==> src/rtl/fetch_queue.sv <==
// Sequential instruction fetch with a PC-tagged in-order prefetch FIFO; redirect flushes and drops in-flight words.
// Grant in t -> word on instr in t+2; issue stalls at FIFO entries + outstanding == DEPTH, responses never stall.
module fetch_queue_fifo #(
  parameter int WIDTH = 64,
  parameter int DEPTH = 2,
  parameter int CW    = $clog2(DEPTH + 1)
) (
  input  logic             clk_i,
  input  logic             clr_i,
  input  logic             push_vld_i,
  input  logic [WIDTH-1:0] push_dat_i,
  input  logic             pop_i,
  output logic [WIDTH-1:0] head_dat_o,
  output logic [CW-1:0]    count_o
);
  localparam int AW = $clog2(DEPTH);

  logic [WIDTH-1:0] mem_q [DEPTH];
  logic [AW-1:0]    wr_ptr_q, rd_ptr_q;
  logic [CW-1:0]    count_q;

  always_ff @(posedge clk_i) begin
    if (clr_i) begin
      wr_ptr_q <= '0;
      rd_ptr_q <= '0;
      count_q  <= '0;
    end else begin
      if (push_vld_i) wr_ptr_q <= wr_ptr_q + AW'(1);
      if (pop_i)      rd_ptr_q <= rd_ptr_q + AW'(1);
      count_q <= count_q + CW'(push_vld_i) - CW'(pop_i);
    end
  end

  always_ff @(posedge clk_i) begin
    if (push_vld_i && !clr_i) mem_q[wr_ptr_q] <= push_dat_i;
  end

  assign head_dat_o = mem_q[rd_ptr_q];
  assign count_o    = count_q;
endmodule

module fetch_queue #(
  parameter int                    DATA_WIDTH = 32,
  parameter int                    DEPTH      = 2,
  parameter logic [DATA_WIDTH-1:0] RESET_PC   = 32'h0000_0000
) (
  input  logic                  CLK,
  input  logic                  RST,
  output logic                  imem_req,
  output logic [DATA_WIDTH-1:0] imem_addr,
  input  logic                  imem_gnt,
  input  logic                  imem_rvalid,
  input  logic [DATA_WIDTH-1:0] imem_rdata,
  input  logic                  redirect,
  input  logic [DATA_WIDTH-1:0] redirect_pc,
  output logic                  instr_valid,
  output logic [DATA_WIDTH-1:0] instr,
  output logic [DATA_WIDTH-1:0] instr_pc,
  input  logic                  instr_ready
);
  localparam int CW = $clog2(DEPTH + 1);
  localparam int FW = 2 * DATA_WIDTH;

  logic [DATA_WIDTH-1:0] fetch_pc_q, fetch_pc_d;
  logic [DATA_WIDTH-1:0] resp_pc_q, resp_pc_d;
  logic [CW-1:0]         outstanding_q, outstanding_d;
  logic [CW-1:0]         drop_q, drop_d;
  logic [CW-1:0]         count;
  logic [DATA_WIDTH-1:0] target_pc;
  logic [FW-1:0]         head;
  logic                  issue, rsp_live, push, pop;

  assign target_pc = redirect_pc & ~DATA_WIDTH'(3);

  // Budget uses registered occupancy only, so a pop frees a slot one cycle later.
  assign imem_req    = !RST && !redirect &&
                       (({1'b0, count} + {1'b0, outstanding_q}) < (CW + 1)'(DEPTH));
  assign imem_addr   = fetch_pc_q;
  assign instr_valid = !RST && !redirect && (count != '0);
  assign instr       = head[FW-1:DATA_WIDTH];
  assign instr_pc    = head[DATA_WIDTH-1:0];

  assign issue    = imem_req && imem_gnt;
  assign rsp_live = imem_rvalid && (outstanding_q != '0);
  assign pop      = instr_valid && instr_ready;

  always_comb begin
    fetch_pc_d    = fetch_pc_q;
    resp_pc_d     = resp_pc_q;
    outstanding_d = outstanding_q - CW'(rsp_live);
    drop_d        = drop_q;
    push          = 1'b0;
    if (redirect) begin
      fetch_pc_d = target_pc;
      resp_pc_d  = target_pc;
      drop_d     = outstanding_d;
    end else begin
      if (issue) begin
        fetch_pc_d    = fetch_pc_q + DATA_WIDTH'(4);
        outstanding_d = outstanding_d + CW'(1);
      end
      if (rsp_live) begin
        if (drop_q != '0) begin
          drop_d = drop_q - CW'(1);
        end else begin
          push      = 1'b1;
          resp_pc_d = resp_pc_q + DATA_WIDTH'(4);
        end
      end
    end
  end

  always_ff @(posedge CLK) begin
    if (RST) begin
      fetch_pc_q    <= RESET_PC;
      resp_pc_q     <= RESET_PC;
      outstanding_q <= '0;
      drop_q        <= '0;
    end else begin
      fetch_pc_q    <= fetch_pc_d;
      resp_pc_q     <= resp_pc_d;
      outstanding_q <= outstanding_d;
      drop_q        <= drop_d;
    end
  end

  fetch_queue_fifo #(
    .WIDTH (FW),
    .DEPTH (DEPTH)
  ) u_fifo (
    .clk_i      (CLK),
    .clr_i      (RST || redirect),
    .push_vld_i (push),
    .push_dat_i ({imem_rdata, resp_pc_q}),
    .pop_i      (pop),
    .head_dat_o (head),
    .count_o    (count)
  );
endmodule

==> config.mk <==
export PLATFORM = sky130hd
export DESIGN_NAME = fetch_queue
export DESIGN_NICKNAME = d
export VERILOG_FILES = /design/src/rtl/fetch_queue.sv
export SDC_FILE = /design/constraint.sdc
export NUM_CORES = 1
export LEC_CHECK = 0
export ABC_AREA = 0
export BUFFER_PORTS_ARGS = -buffer_cell sky130_fd_sc_hd__buf_4
export CAP_MARGIN = 20
export CORE_ASPECT_RATIO = 1.5
export CORE_MARGIN = 8
export CORE_UTILIZATION = 43
export CTS_CLUSTER_DIAMETER = 30
export CTS_CLUSTER_SIZE = 20
export DETAILED_ROUTE_END_ITERATION = 10
export GPL_TIMING_DRIVEN = 0
export PLACE_DENSITY = 0.76
export SKIP_LAST_GASP = 1
export SYNTH_ARGS = -nofsm -noshare
export SYNTH_HDL_FRONTEND = slang
export SYNTH_SLANG_ARGS = --single-unit
==> constraint.sdc <==
create_clock -name CLK -period 6.8 [get_ports CLK]
set_clock_uncertainty 0.2 [all_clocks]
set_input_delay 1.36 -clock CLK [delete_from_list [all_inputs] [get_ports CLK]]
set_output_delay 1.36 -clock CLK [all_outputs]
set_load 0.01 [all_outputs]
# Word-level counts from Yosys, hierarchy flattened

Memory sizes are Yosys's and may differ from the RTL's. A register that Yosys moved wholly into a read port is not among the register bits.
Index checks and enable logic that the tools add are counted.

Memory bits (writable): 128
Memories kept: 1
Bits in read-only memories: 0
Output and inout bits: 98
Word-level logic and storage cells: 61
Input port bits: 70
Register bits after elaboration: 72
Bits in latches: 0

Memory list:

| name         | depth | width | read ports | clocked after memory_dff | write ports | line | RTL |
|---|---|---|---|---|---|---|---|
| u_fifo.mem_q | 2     | 64    | 1          | 1                        | 1           | 18   | `logic [WIDTH-1:0] mem_q [DEPTH];` |

Eq/ne operators: 1
Reductions and logical operators: 21
Shift-type cells: 0
Muxes and demuxes: 17
Order comparisons: 1
Div/mod/pow operators: 0
Add/subtract/negate cells: 10
Bitwise logic cells: 1
Multipliers: 0

Operator list:

| operator                | count |
|---|---|
| $mux W32                | 5 |
| $add A32 B3 Y32 const B | 2 |
| $reduce_bool A2 Y1      | 6 |
| $mux W2                 | 5 |
| $logic_and A1 B1 Y1     | 7 |
| $mux W1                 | 7 |
| $reduce_and A2 Y1       | 3 |
| $sub A2 B1 Y2           | 2 |
| $add A2 B2 Y3           | 1 |
| $logic_not A1 Y1        | 3 |
| $lt A3 B2 Y1 const B    | 1 |
| $add A1 B1 Y1 const B   | 2 |
| $add A2 B1 Y2           | 1 |
| $add A2 B1 Y2 const B   | 1 |
| $ne A2 B2 Y1 const B    | 1 |
| $reduce_or A2 Y1        | 1 |
| $sub A2 B1 Y2 const B   | 1 |
| $logic_or A1 B1 Y1      | 1 |
| $not A1 Y1              | 1 |

# Logic depth before layout (Yosys ltp)

Word-level depth: 7
Depth in mapped cells: 10
Mapped depth without buffers: 9

# By module

A second synthesis with hierarchy kept.

Cell total of the unflattened synthesis: 710
Area, all modules: 9066.2 µm²

By module, submodules not included:

| module           | area an instance (µm²) | seq. area each (µm²) | times used | cells each |
|---|---|---|---|---|
| fetch_queue_fifo | 5131.2                 | 3943.8               | 1          | 218 |
| fetch_queue      | 3935.0                 | 1281.2               | 1          | 492 |

# Worst setup path after synthesis

OpenSTA, ideal clock, no wires.

Kind: input to register
Start: input port redirect
End: memory u_fifo.mem_q[0][10] (enable)
Arrival time: 6.254 ns
Required time: 6.042 ns
Cell stages on the path: 4
Buffers on the path: 2
Library setup time: 0.558 ns
Path slack: -0.213 ns
Cells stage by stage: clkbuf_1 -> or2_2 -> clkbuf_1 -> nor3_1

Longest elaborated chain between the ends: 5
Elaborated cells on any way between the ends: 6
Classes of those cells: mux: 3; reduce/logical: 3

RTL lines:

| element                           | line | RTL |
|---|---|---|
| start: declaration                | 54   | `input logic redirect,` |
| $logic_or A1 B1 Y1                | 132  | `.clr_i (RST \|\| redirect),` |
| $logic_not A1 Y1                  | 35   | `if (push_vld_i && !clr_i) mem_q[wr_ptr_q] <= push_dat_i;` |
| $logic_and A1 B1 Y1 (*)           | 35   |  |
| $mux W1 (*)                       | 35   |  |
| $mux W1 (implied by the code) (*) | 35   |  |
| end: declaration                  | 18   |  |

Every way passes the cells marked *; elsewhere a longest branch is shown, timed or not.

# Final worst setup path

Start: input port redirect
End: output port imem_req

Longest elaborated chain between the ends: 3

RTL lines:

| element                           | line | RTL |
|---|---|---|
| $logic_not A1 Y1                  | 76   | `assign imem_req = !RST && !redirect &&` |
| $logic_and A1 B1 Y1 (2 in series) | 76   |  |
| end: declaration                  | 49   | `output logic imem_req,` |

No other way between the ends.

==> impl_metrics.json <==
{
  "yosys_register_bits": 193,
  "hold_violations": 0,
  "p_leak_nw": 3.75,
  "dieArea_sq_um": 23900,
  "track_usage_pct": 17.4,
  "synth_cell_types": 57,
  "reg2reg_from": "outstanding_q[0]",
  "n_fill_cell": 1624,
  "p_comb_share_pct": 11.4,
  "max_cap_violations": 0,
  "synth_area_leaders": "edfxtp_1, dfxtp_1, mux2_2",
  "power.density_nw_per_um2": 253,
  "grt_max_degree": 63,
  "placed_area_sq_um": 9840,
  "path_max_fanout": 10,
  "worst_setup_path_end_kind": "primary output",
  "min_to": "u_fifo.mem_q[1][31]",
  "internal_power_w": 0.00198,
  "clock-sinks": 193,
  "p_seq_share_pct": 51.4,
  "ir_drop_v": 0.000155,
  "synthCells": 649,
  "tritoncts": "built",
  "rows": 62,
  "outcome": "finished clean",
  "die_x_microns": 129,
  "avgSynthCellArea_sq_um": 12.7,
  "regToRegSetupSlack_ns": 3.49,
  "cts_resized": 0,
  "antenna_cells": 0,
  "ios": 168,
  "first_pass_iters": 4,
  "antenna_found_initial": 0,
  "start_util_pct": 43.4,
  "drc": 0,
  "drive_gt1_share_pct": 32.8,
  "fmax_ghz": 0.234,
  "finalCriticalPeriod_ns": 4.28,
  "yosysTopAreaCellShare_pct": 45.3,
  "synth_edf_count": 124,
  "cts-root-buf": "clkbuf_16",
  "yosys_warnings": 0,
  "drt-initial-drc-count": 390,
  "grt_pass1_wl_microns": 32000,
  "gp_congestion": 0.920,
  "grt_pass1_vias": 6074,
  "r2r_cells": 9,
  "required_ns": 5.24,
  "finalSetupViolCount": 0,
  "coreArea_sq_um": 18900,
  "synth.most_common_cell": "edfxtp_1",
  "worst_setup_path_start_kind": "primary input",
  "synth_ff_type": "edfxtp_1",
  "grt-ovfl-total": 0,
  "worst_hold_startpoint": "resp_pc_q[31]",
  "hold_buffers": 0,
  "nets": 911,
  "multi_input_area_sq_um": 2880,
  "viasPerCell": 5.30,
  "finalSetupTns_ns": 0,
  "rsz0062_at_grt": "false",
  "synth_seq_area_share_pct": 62.1,
  "ant_nets": 0,
  "synthToLayoutAreaGrowth_pct": 26.8,
  "synthTopCellsByCount": "edfxtp_1, dfxtp_1, mux2_2",
  "yosysTopAreaCell": "edfxtp_1",
  "slew_viol_final": 0,
  "wire_per_inst_microns": 18.5,
  "dpl.hpwl_microns": 15300,
  "port-buffer-count": 160,
  "timing.final.crit_share_pct": 62.9,
  "switching_share_pct": 25.2,
  "clkTransAtPathRegs_ns": 0.07,
  "tightest_slew_ns": 0.942,
  "r2r_end": "imem_addr[23]",
  "clk_path_buf_depth": 2,
  "wirelength_microns": 20400,
  "net-switching-power_w": 0.000665,
  "hold_depth": 0,
  "h-tree-depth": 4,
  "relSlewSlack_pct": 36.6,
  "via_count": 5844,
  "die_h_microns": 185,
  "post-cts-setup-buffers": 0,
  "final_area_sq_um": 10400,
  "postSynth.asyncResetShare_pct": 0,
  "p_clk_share_pct": 37.2,
  "arrival_ns": 2.72,
  "clock_latency_ns": 0.43,
  "register_area_sq_um": 5100,
  "syn_area_sq_um": 8220,
  "critPathKind": "primary input to primary output",
  "cts-buffers-inserted": 17,
  "hold_path_class": "flip-flop to flip-flop"
}
-- sequential cells by signal, summed over array words and instances, names as in the netlist, named ones only --
| signal | count |
|---|---|
| u_fifo.mem_q | 124 |
| outstanding_q | 2 |
| imem_addr | 30 |
| u_fifo.count_o | 2 |
| u_fifo.rd_ptr_q | 1 |
| u_fifo.wr_ptr_q | 1 |
| drop_q | 2 |
| resp_pc_q | 30 |
-- cells in the final DEF (no fill, tap or decap), types with 21 or more instances in the layout --
cell,n
buf_4,165
edfxtp_1,124
dfxtp_1,69
mux2_2,64
nand2_1,44
nor2_1,32
xnor2_1,32
a21oi_1,27
inv_1,26
a21boi_0,23
clkbuf_1,21
nand3_1,21
-- metrics by stage --
step	utilization [%]	std cells	setup WS, ns	total power (W)	hold WS (ns)
floorplan	-	652	1.69	0.00154	0.240
global placement	51.6	1068	0.183	0.00167	0.257
detailed placement	52.0	1071	2.55	0.00168	0.270
CTS	55.1	1103	2.52	0.00266	0.289
global route	55.1	1103	2.46	0.00274	0.308
finish	55.1	1103	2.52	0.00264	0.287
-- power groups by stage --
stage	sequential (W)	clock, W	combinational, W
finish	0.00136	0.000982	0.000302
global route	0.00137	0.00104	0.000330
CTS	0.00136	0.00100	0.000304
detailed placement	0.00138	0	0.000302
global placement	0.00138	0	0.000286
floorplan	0.00138	0	0.000162
-- worst max path at each step --
stage,startpoint,end,depth (start not counted),slack [ns]
floorplan,redirect,u_fifo.mem_q[0][10],4,1.69
global placement,redirect,u_fifo.mem_q[0][47],4,0.18
detailed placement,redirect,imem_req,5,2.55
CTS,redirect,imem_req,5,2.52
global route,redirect,imem_req,5,2.46
finish,redirect,imem_req,5,2.52
-- worst max-delay path, stage by stage --
cell and delay (ns):
clkbuf_1 0.31, or2_2 0.25, clkbuf_1 0.52, nor3_1 0.09
buf_4 0.17
-- cell type report --
type,count,area share (%)
sequential,193,49.0
multi-input combinational,399,27.6
timing repair buffer,163,12.2
clock buffer,18,4.21
tap,256,3.07
buffer,33,1.56
clock inverter,14,1.42
inverter,27,0.972
-- cells by family (layout without fill, tap and decap cells) --
| family | Yosys count | count (layout) | synth area share, % |
|---|---|---|---|
| multiplexers | 65 | 65 | 8.89 |
| other | 1 | 4 | 0.0456 |
| AO/OA/AOI/OAI | 98 | 98 | 8.16 |
| adder cells (fa/ha/maj) | 7 | 7 | 1.16 |
| buffers and inverters | 60 | 255 | 3.21 |
| AND/OR/NAND/NOR | 173 | 173 | 10.9 |
| flip-flops | 193 | 193 | 62.1 |
| XOR/XNOR | 52 | 52 | 5.54 |
-- routing by layer --
metal | global-route usage [%] | up-vias | wire (microns)
met5 | 0 | - | 0
met4 | 10.1 | 0 | 794
met3 | 3.05 | 44 | 1100
met2 | 31.2 | 255 | 10900
met1 | 18.8 | 2784 | 7630
li1 | - | 2761 | -
Power figures use the tool's default switching activity.
